### src/rtl/sd4_mac_pkg.sv
// Shared types and default sizing for the SD4 MAC sequencer.
package sd4_mac_pkg;

  typedef enum logic [2:0] {
    StIdle,
    StClr,
    StRun,
    StDrain,
    StDone
  } sd4_state_e;

  localparam int unsigned SD4_PIPE_DEPTH = 4;
  localparam int unsigned SD4_LEN_W      = 8;

endpackage

### src/rtl/sd4_mac_vld_pipe.sv
// Valid-token shift register that tracks operand beats travelling through the MAC stages.
module sd4_mac_vld_pipe #(
  parameter int unsigned Depth = 4
) (
  input  logic clk,
  input  logic rst,
  input  logic en,
  input  logic vld_in,
  output logic tail,
  output logic any
);

  logic [Depth-1:0] vld_q;
  logic [Depth-1:0] vld_d;

  assign vld_d = {vld_q[Depth-2:0], vld_in};

  always_ff @(posedge clk or negedge rst) begin
    if (!rst) begin
      vld_q <= '0;
    end else if (en) begin
      vld_q <= vld_d;
    end
  end

  assign tail = vld_q[Depth-1];
  // Looks at the post-shift contents so the drain can end the cycle the last token retires.
  assign any  = |vld_d;

endmodule

### src/rtl/sd4_mac_seq_ctrl.sv
// SD4 MAC job sequencer: admits N beats, tracks tokens, drains, and hands off one result.
// Define SD4_MAC_PERF_EN to add the perf_bubbles input-starvation counter.
module sd4_mac_seq_ctrl
  import sd4_mac_pkg::*;
#(
  parameter int unsigned PIPE_DEPTH = SD4_PIPE_DEPTH,
  parameter int unsigned LEN_W      = SD4_LEN_W
) (
  input  logic             clk,
  input  logic             rst,
  input  logic             cfg_valid,
  input  logic [LEN_W-1:0] cfg_len,
  output logic             cfg_ready,
  input  logic             in_valid,
  output logic             in_ready,
  output logic             pipe_en,
  output logic             pipe_vld_in,
  output logic             acc_clr,
  output logic             acc_en,
  output logic             res_valid,
  input  logic             res_ready,
`ifdef SD4_MAC_PERF_EN
  output logic [15:0]      perf_bubbles,
`endif
  output logic             busy
);

  sd4_state_e       state_q, state_d;
  logic [LEN_W-1:0] remaining_q, remaining_d;
  logic             cfg_ready_q, in_ready_q, pipe_en_q, acc_clr_q, res_valid_q, busy_q;
  logic             fire;
  logic             vld_tail, vld_any;

  assign fire = in_valid & in_ready_q;

  always_comb begin
    state_d     = state_q;
    remaining_d = remaining_q;
    unique case (state_q)
      StIdle: begin
        if (cfg_valid) begin
          remaining_d = cfg_len;
          state_d     = StClr;
        end
      end
      StClr: begin
        state_d = (remaining_q == '0) ? StDone : StRun;
      end
      StRun: begin
        if (fire) begin
          remaining_d = remaining_q - LEN_W'(1);
          if (remaining_q == LEN_W'(1)) state_d = StDrain;
        end
      end
      StDrain: begin
        if (!vld_any) state_d = StDone;
      end
      StDone: begin
        if (res_ready) state_d = StIdle;
      end
      default: state_d = StIdle;
    endcase
  end

  // Outputs are decoded from the next state so they are flops aligned with state_q.
  always_ff @(posedge clk or negedge rst) begin
    if (!rst) begin
      state_q     <= StIdle;
      remaining_q <= '0;
      cfg_ready_q <= 1'b1;
      in_ready_q  <= 1'b0;
      pipe_en_q   <= 1'b0;
      acc_clr_q   <= 1'b0;
      res_valid_q <= 1'b0;
      busy_q      <= 1'b0;
    end else begin
      state_q     <= state_d;
      remaining_q <= remaining_d;
      cfg_ready_q <= (state_d == StIdle);
      in_ready_q  <= (state_d == StRun);
      pipe_en_q   <= (state_d == StClr) || (state_d == StRun) || (state_d == StDrain);
      acc_clr_q   <= (state_d == StClr);
      res_valid_q <= (state_d == StDone);
      busy_q      <= (state_d != StIdle);
    end
  end

  sd4_mac_vld_pipe #(
    .Depth (PIPE_DEPTH)
  ) u_vld_pipe (
    .clk    (clk),
    .rst    (rst),
    .en     (pipe_en_q),
    .vld_in (fire),
    .tail   (vld_tail),
    .any    (vld_any)
  );

`ifdef SD4_MAC_PERF_EN
  logic [15:0] perf_q;

  always_ff @(posedge clk or negedge rst) begin
    if (!rst) begin
      perf_q <= '0;
    end else if (state_q == StClr) begin
      perf_q <= '0;
    end else if ((state_q == StRun) && !in_valid && (perf_q != 16'hFFFF)) begin
      perf_q <= perf_q + 16'd1;
    end
  end

  assign perf_bubbles = perf_q;
`endif

  assign cfg_ready   = cfg_ready_q;
  assign in_ready    = in_ready_q;
  assign pipe_en     = pipe_en_q;
  assign pipe_vld_in = fire;
  assign acc_clr     = acc_clr_q;
  assign acc_en      = vld_tail & pipe_en_q;
  assign res_valid   = res_valid_q;
  assign busy        = busy_q;

endmodule

### config.mk
export PLATFORM = sky130hd
export DESIGN_NAME = sd4_mac_seq_ctrl
export DESIGN_NICKNAME = d
export VERILOG_FILES = /design/src/rtl/sd4_mac_pkg.sv /design/src/rtl/sd4_mac_vld_pipe.sv /design/src/rtl/sd4_mac_seq_ctrl.sv
export SDC_FILE = /design/constraint.sdc
export NUM_CORES = 1
export LEC_CHECK = 0
export ABC_AREA = 0
export BUFFER_PORTS_ARGS = -buffer_cell sky130_fd_sc_hd__buf_2
export CAP_MARGIN = 20
export CELL_PAD_IN_SITES_DETAIL_PLACEMENT = 1
export CELL_PAD_IN_SITES_GLOBAL_PLACEMENT = 1
export CORE_MARGIN = 2
export CORE_UTILIZATION = 35
export DETAILED_ROUTE_END_ITERATION = 10
export GPL_TIMING_DRIVEN = 0
export PLACE_DENSITY_LB_ADDON = 0.08
export SYNTH_ARGS = -nofsm -noshare
export SYNTH_HDL_FRONTEND = slang
export SYNTH_SLANG_ARGS = --single-unit
### constraint.sdc
create_clock -name clk -period 2.1 [get_ports clk]
set_clock_uncertainty 0.05 [all_clocks]
set_input_delay 0.105 -clock clk [delete_from_list [all_inputs] [get_ports clk]]
set_output_delay 0.105 -clock clk [all_outputs]
set_load 0.005 [all_outputs]
==> results.json, run 1 <==
{
  "status": "finished, final reports clean",
  "stdcell_area_um2": 1320,
  "drive_gt1_share_pct": 32.8,
  "detail-route-antenna-nets": 0,
  "synth_cell_types": 42,
  "grt_usage_pct": 16.1,
  "die_w_um": 60.5,
  "drcViolationCount": 0,
  "synth.area.top_cells": "dfrtp_1 45%, mux2_2 4.0%, ha_1 3.4%, a21oi_1 3.1%, o21ai_1 3.1%",
  "post-place-ws_ps": 356,
  "synthArstFlopShare_pct": 100,
  "setup_violations": 0,
  "synth_edf_count": 0,
  "insertion_delay_ps": 300,
  "post_dp_cell_area_um2": 1270,
  "cts_resized": 0,
  "die_h_um": 60.5,
  "antenna_found_initial": 0,
  "whs_ps": 31.2,
  "via_per_inst": 5.12,
  "detailed_place_hpwl_um": 1870,
  "rsz0062_at_grt": "false",
  "crit_type": "flip-flop to flip-flop",
  "slew-limit-headroom_pct": 67.5,
  "synth_flop_cell": "dfrtp_1",
  "critPathBufInv": 3,
  "via_count": 881,
  "cp.arrival_ps": 1910,
  "yosys_warnings": 0,
  "cp-end-kind": "flip-flop",
  "dieArea_um2": 3660,
  "nets": 145,
  "cts.sinks": 21,
  "fp.coreArea_um2": 3050,
  "place_congestion": 0.733,
  "synth_nets": 118,
  "cap_violations": 0,
  "drtPass1Iterations": 4,
  "dp.cells": 166,
  "fill_cells": 374,
  "portBuffers": 20,
  "synth_top_area_share_pct": 44.7,
  "boundaryPins": 21,
  "ir_drop_uv": 576,
  "htree_levels": 1,
  "hp-start": "cfg_len[4]",
  "rrSetupSlack_ps": 340,
  "grt_pass1_vias": 932,
  "synth_area_leader_cell": "dfrtp_1",
  "overflow": 0,
  "path_max_fanout": 10,
  "cp_top_family": "simple AND/OR/NAND/NOR gates",
  "slew_viol_final": 0,
  "crit_chain": "buf_6 > or4b_4 > inv_2 > a21oi_2 > buf_6 > o21ai_1 > o21ai_1",
  "r2r_start": "state_q[0]",
  "grt_pass1_wl_um": 4310,
  "fin_setup_tns_ps": 0,
  "final-hold-violation-count": 0,
  "cp.required_ps": 2250,
  "r2r_cells": 7,
  "timing.rr.end": "remaining_q[4]",
  "max_freq_mhz": 567,
  "num_antenna_cells": 0,
  "pwr_density_cell_nw_per_um2": 1480,
  "syn_area_um2": 1120,
  "critical_path_cell_count": 7,
  "final_cells": 172,
  "cpPeakStageDelay_ps": 540,
  "min_path_cells": 3,
  "finalCritPeriodShare_pct": 84.0,
  "worst_slack_ps": 337,
  "ys_seq_elements": 21,
  "clockBufferDepth": 2,
  "start_kind": "flip-flop",
  "cts_buffers": 3,
  "initialDrtViolationCount": 19,
  "cts.reportedPaths.clkPinSlew_ps": 120,
  "clock_tree.root_cell": "clkbuf_4",
  "cts_tree": "built",
  "worstHoldEndpoint": "remaining_q[4]",
  "syn_to_final_growth_pct": 18.1,
  "leakage_nw": 0.614,
  "wl_per_cell_um": 14.5,
  "fin_crit_ps": 1760,
  "routed_wl_um": 2500,
  "rows": 20,
  "grt_max_degree": 22,
  "synth_cells": 102,
  "start_util_pct": 36.6,
  "min_path_type": "input port to flip-flop",
  "synth.avg_cell_area_um2": 11.0,
  "ys_seq_area_share_pct": 47.1,
  "tightest_slew_ps": 487,
  "slowest_stage": "or4b_4"
}
==> through the flow <==
stage / utilization, % / power (mW)
3_5_place_dp: 41.7 / 1.79
6_report: 43.3 / 1.96
4_1_cts: 43.3 / 2.00
5_1_grt: 43.3 / 2.17
2_1_floorplan: - / 1.49
3_3_place_gp: 41.7 / 1.75
==> worst max path at each step <==
stage                         from              to
6_report                state_q[0]  remaining_q[4]
5_1_grt                 state_q[1]  remaining_q[4]
4_1_cts                 state_q[0]  remaining_q[4]
3_5_place_dp            state_q[0]  remaining_q[4]
3_3_place_gp   u_vld_pipe.vld_q[0]            busy
2_1_floorplan           state_q[0]  remaining_q[7]
==> timing repair <==
item | CTS | global route
hold buffers | 2 | 0
endpoints found under the hold margin | 21 | 0
setup buffers | 0 | 0
==> kinds of logic after synthesis <==
group	share of synthesized area, %
simple gates	19.9
compound gates	20.1
flops	47.1
buf+inv	5.48
mux	4.03
fa+ha+maj	3.36
==> registers in the layout, summed over array words and instances (netlist names) <==
signal            count
pipe_en               1
u_vld_pipe.vld_q      4
busy                  1
res_valid             1
acc_clr               1
in_ready              1
remaining_q           8
cfg_ready             1
state_q               3
==> placed cells by master, fill, tap and decap left out, drive strengths merged, types with 3 or more instances in the layout <==
cell type  synthesis  routed
ha                 3       3
dfrtp             20      20
nor3               4       4
nor2               6       6
clkbuf             0       3
a21oi              9       9
inv                6       6
o21ai              9       9
and3               3       3
mux2               4       4
buf                4      24
==> synth_stat cells (2+ instances only) <==
library cell,count
nand3_1,2
o22ai_1,2
a41o_1,2
ha_1,3
a21oi_2,2
o21ai_1,7
nand2_1,2
a21oi_1,7
buf_6,3
and3_1,3
nand3b_1,2
dfrtp_1,20
or3_1,2
inv_1,5
mux2_2,4
nor2_1,6
a31o_1,2
nor3_1,3
and2_1,2
==> layout make-up <==
class / instances / area [um2] / area share, %
multi-input cells: 71 / 531 / 40.2
plain buffers: 4 / 38.8 / 2.94
inverters: 6 / 22.5 / 1.70
clock buffers: 3 / 22.5 / 1.70
well taps: 44 / 55.1 / 4.17
repair buffers: 22 / 120 / 9.09
clock inverters: 1 / 5.00 / 0.379
flip-flops and latches: 21 / 527 / 39.9
==> worst register-to-register path, delay by kind of cell (launching register included) <==
family                 cells  cell delay, ps
AND/OR/NAND/NOR            1             540
buffers and inverters      3             410
flip-flops                 1             390
AO/OA/AOI/OAI              3             270
==> power breakdown <==
group	total (mW)	internal (mW)	switching (mW)
clock	0.199	0.0710	0.128
sequential	0.760	0.586	0.173
combinational	0.999	0.473	0.526
==> metal layers <==
metal,global-route usage [%],share of wire [%],up-vias
met1,21.2,45,435
met3,2.56,2.0,4
met4,6.83,1.4,0
li1,-,-,429
met5,0,0,-
met2,26.6,51,13
Note: power is estimated with default switching activity, not from simulation.
==> run 2: changes to the inputs <==
==> constraint.sdc (replaced) <==
create_clock -name clk -period 1.5 [get_ports clk]
set_clock_uncertainty 0.05 [all_clocks]
set_input_delay 0.075 -clock clk [delete_from_list [all_inputs] [get_ports clk]]
set_output_delay 0.075 -clock clk [all_outputs]
set_load 0.005 [all_outputs]
==> run 2 against run 1 <==
Net effect:
- register-to-register slack lost 540 ps
- sequential share of layout area shrank 5.0 points
- largest power group unchanged
- the run now ends with negative setup slack left
- via count up 8.4%
- die area is the same
==> results.json, run 2 (synthesized netlist as in run 1, its figures left out) <==
{
  "status": "finished with violations",
  "violations": "negative setup slack",
  "num_antenna_cells": 0,
  "fin_setup_tns_ps": -1830,
  "boundaryPins": 21,
  "syn_to_final_growth_pct": 36.0,
  "cp-end-kind": "flip-flop",
  "start_kind": "flip-flop",
  "setup_violations": 13,
  "antenna_found_initial": 0,
  "ir_drop_uv": 1110,
  "clock_tree.root_cell": "clkbuf_4",
  "fin_crit_ps": 1710,
  "fp.coreArea_um2": 3050,
  "detail-route-antenna-nets": 0,
  "grt_pass1_vias": 1003,
  "grt_max_degree": 22,
  "largest_reg_flops": 8,
  "routed_wl_um": 2870,
  "cp.required_ps": 1670,
  "rows": 20,
  "htree_levels": 1,
  "post_dp_cell_area_um2": 1280,
  "cts.reportedPaths.clkPinSlew_ps": 130,
  "drtPass1Iterations": 4,
  "post-place-ws_ps": -219,
  "switching_share_pct": 42.0,
  "cts_tree": "built",
  "cts_buffers": 3,
  "slew_viol_final": 0,
  "insertion_delay_ps": 320,
  "finalCritPeriodShare_pct": 114,
  "die_w_um": 60.5,
  "grt_use_met3_pct": 2.13,
  "combPwrFrac_pct": 56.9,
  "place_congestion": 0.719,
  "reg_top3": "remaining_q: 8 flops, u_vld_pipe.vld_q: 4 flops, state_q: 3 flops",
  "dieArea_um2": 3660,
  "cap_violations": 0,
  "cts.sinks": 21,
  "top_usage_layer": "met2",
  "pwr_density_cell_nw_per_um2": 2090,
  "mostFrequentLayoutCell": "buf_2",
  "p_seq_share_pct": 34.0,
  "path_max_fanout": 6,
  "final-hold-violation-count": 0,
  "nets": 161,
  "regMostFlops": "remaining_q",
  "use_met2_pct": 31.8,
  "initialDrtViolationCount": 36,
  "final_cell_mix": "21 x buf_2, 17 x dfrtp_1, 11 x buf_4",
  "use_met1_pct": 22.3,
  "final_util_pct": 49.8,
  "worst_slack_ps": -205,
  "grt_usage_pct": 18.1,
  "clockBufferDepth": 2,
  "crit_type": "flip-flop to flip-flop",
  "p_total_mw": 3.18,
  "tightest_slew_ps": 481,
  "detailed_place_hpwl_um": 1850,
  "stdcell_area_um2": 1520,
  "wl_per_cell_um": 15.3,
  "p_int_mw": 1.84,
  "rsz0062_at_grt": "true",
  "via_count": 955,
  "drive_gt1_share_pct": 45.1,
  "cp.arrival_ps": 1870,
  "grt_pass1_wl_um": 4840,
  "via_per_inst": 5.08,
  "drcViolationCount": 0,
  "max_freq_mhz": 586,
  "start_util_pct": 36.6,
  "rrSetupSlack_ps": -210,
  "min_path_type": "input port to flip-flop",
  "switching_power_mw": 1.33,
  "p_clk_share_pct": 9.0,
  "slew-limit-headroom_pct": 67.9,
  "leakage_nw": 0.696,
  "portBuffers": 20,
  "die_h_um": 60.5,
  "overflow": 0
}
-- run 2: cell count changes in the layout (fill, tap and decap cells not counted), sizes merged --
cell         change
dlygate4sd3      +4
buf             +12
-- run 2: power groups by stage --
| stage | logic [mW] | clock network [mW] | registers [mW] |
|---|---|---|---|
| finish | 1.81 | 0.287 | 1.08 |
| global route | 2.04 | 0.322 | 1.12 |
| CTS | 1.66 | 0.305 | 1.08 |
| detailed placement | 1.45 | 0 | 1.08 |
| global placement | 1.40 | 0 | 1.07 |
| floorplan | 1.08 | 0 | 1.03 |
-- run 2: path summary, 6_finish.rpt --
path | startpoint | endpoint | cells past startpoint
hold / removal | cfg_len[5] | remaining_q[5] | 3
max in group asynchronous | rst | state_q[1] | 2
hold reg to reg | u_vld_pipe.vld_q[3] | u_vld_pipe.vld_q[3] | 1
min in group asynchronous | rst | remaining_q[4] | 2
setup reg to reg | state_q[2] | remaining_q[3] | 6
setup / recovery | state_q[2] | remaining_q[3] | 6
-- run 2: per-layer routing --
| layer | vias to the layer above | wire, um |
|---|---|---|
| met5 | - | 0 |
| li1 | 459 | - |
| met2 | 15 | 1520 |
| met1 | 473 | 1170 |
| met4 | 0 | 109 |
| met3 | 8 | 63 |
-- run 2: layout make-up --
cell class	instances	area, um2
Multi-Input combinational cell	71	591
Buffer	4	45.0
Clock buffer	3	22.5
Tap cell	44	55.1
Inverter	6	25.0
Fill cell	370	1530
Clock inverter	1	5.00
Timing Repair Buffer	38	248
Sequential cell	21	531
-- run 2: timing repair --
action | in CTS | in global routing
gates resized for setup | 5 | 11
hold buffers | 6 | 0
pin swaps | 7 | 7
cloned | 1 | 0
buffers inserted | 6 | 6
endpoints found under the hold margin | 26 | 0
setup endpoints to repair | 14 | 15
-- run 2: worst max-delay path, cell delays in order (launching register included) --
cell,delay (ps)
dfrtp_2,470
or4b_4,610
inv_4,90
a21oi_4,40
buf_6,160
a21oi_2,100
o22ai_1,80
-- run 2: metrics by stage --
stage | hold slack [ps] | cells
2_1_floorplan | -271 | 102
3_3_place_gp | 17.9 | 166
3_5_place_dp | 13.8 | 166
4_1_cts | 12.7 | 183
5_1_grt | 57.6 | 188
6_report | 26.0 | 188
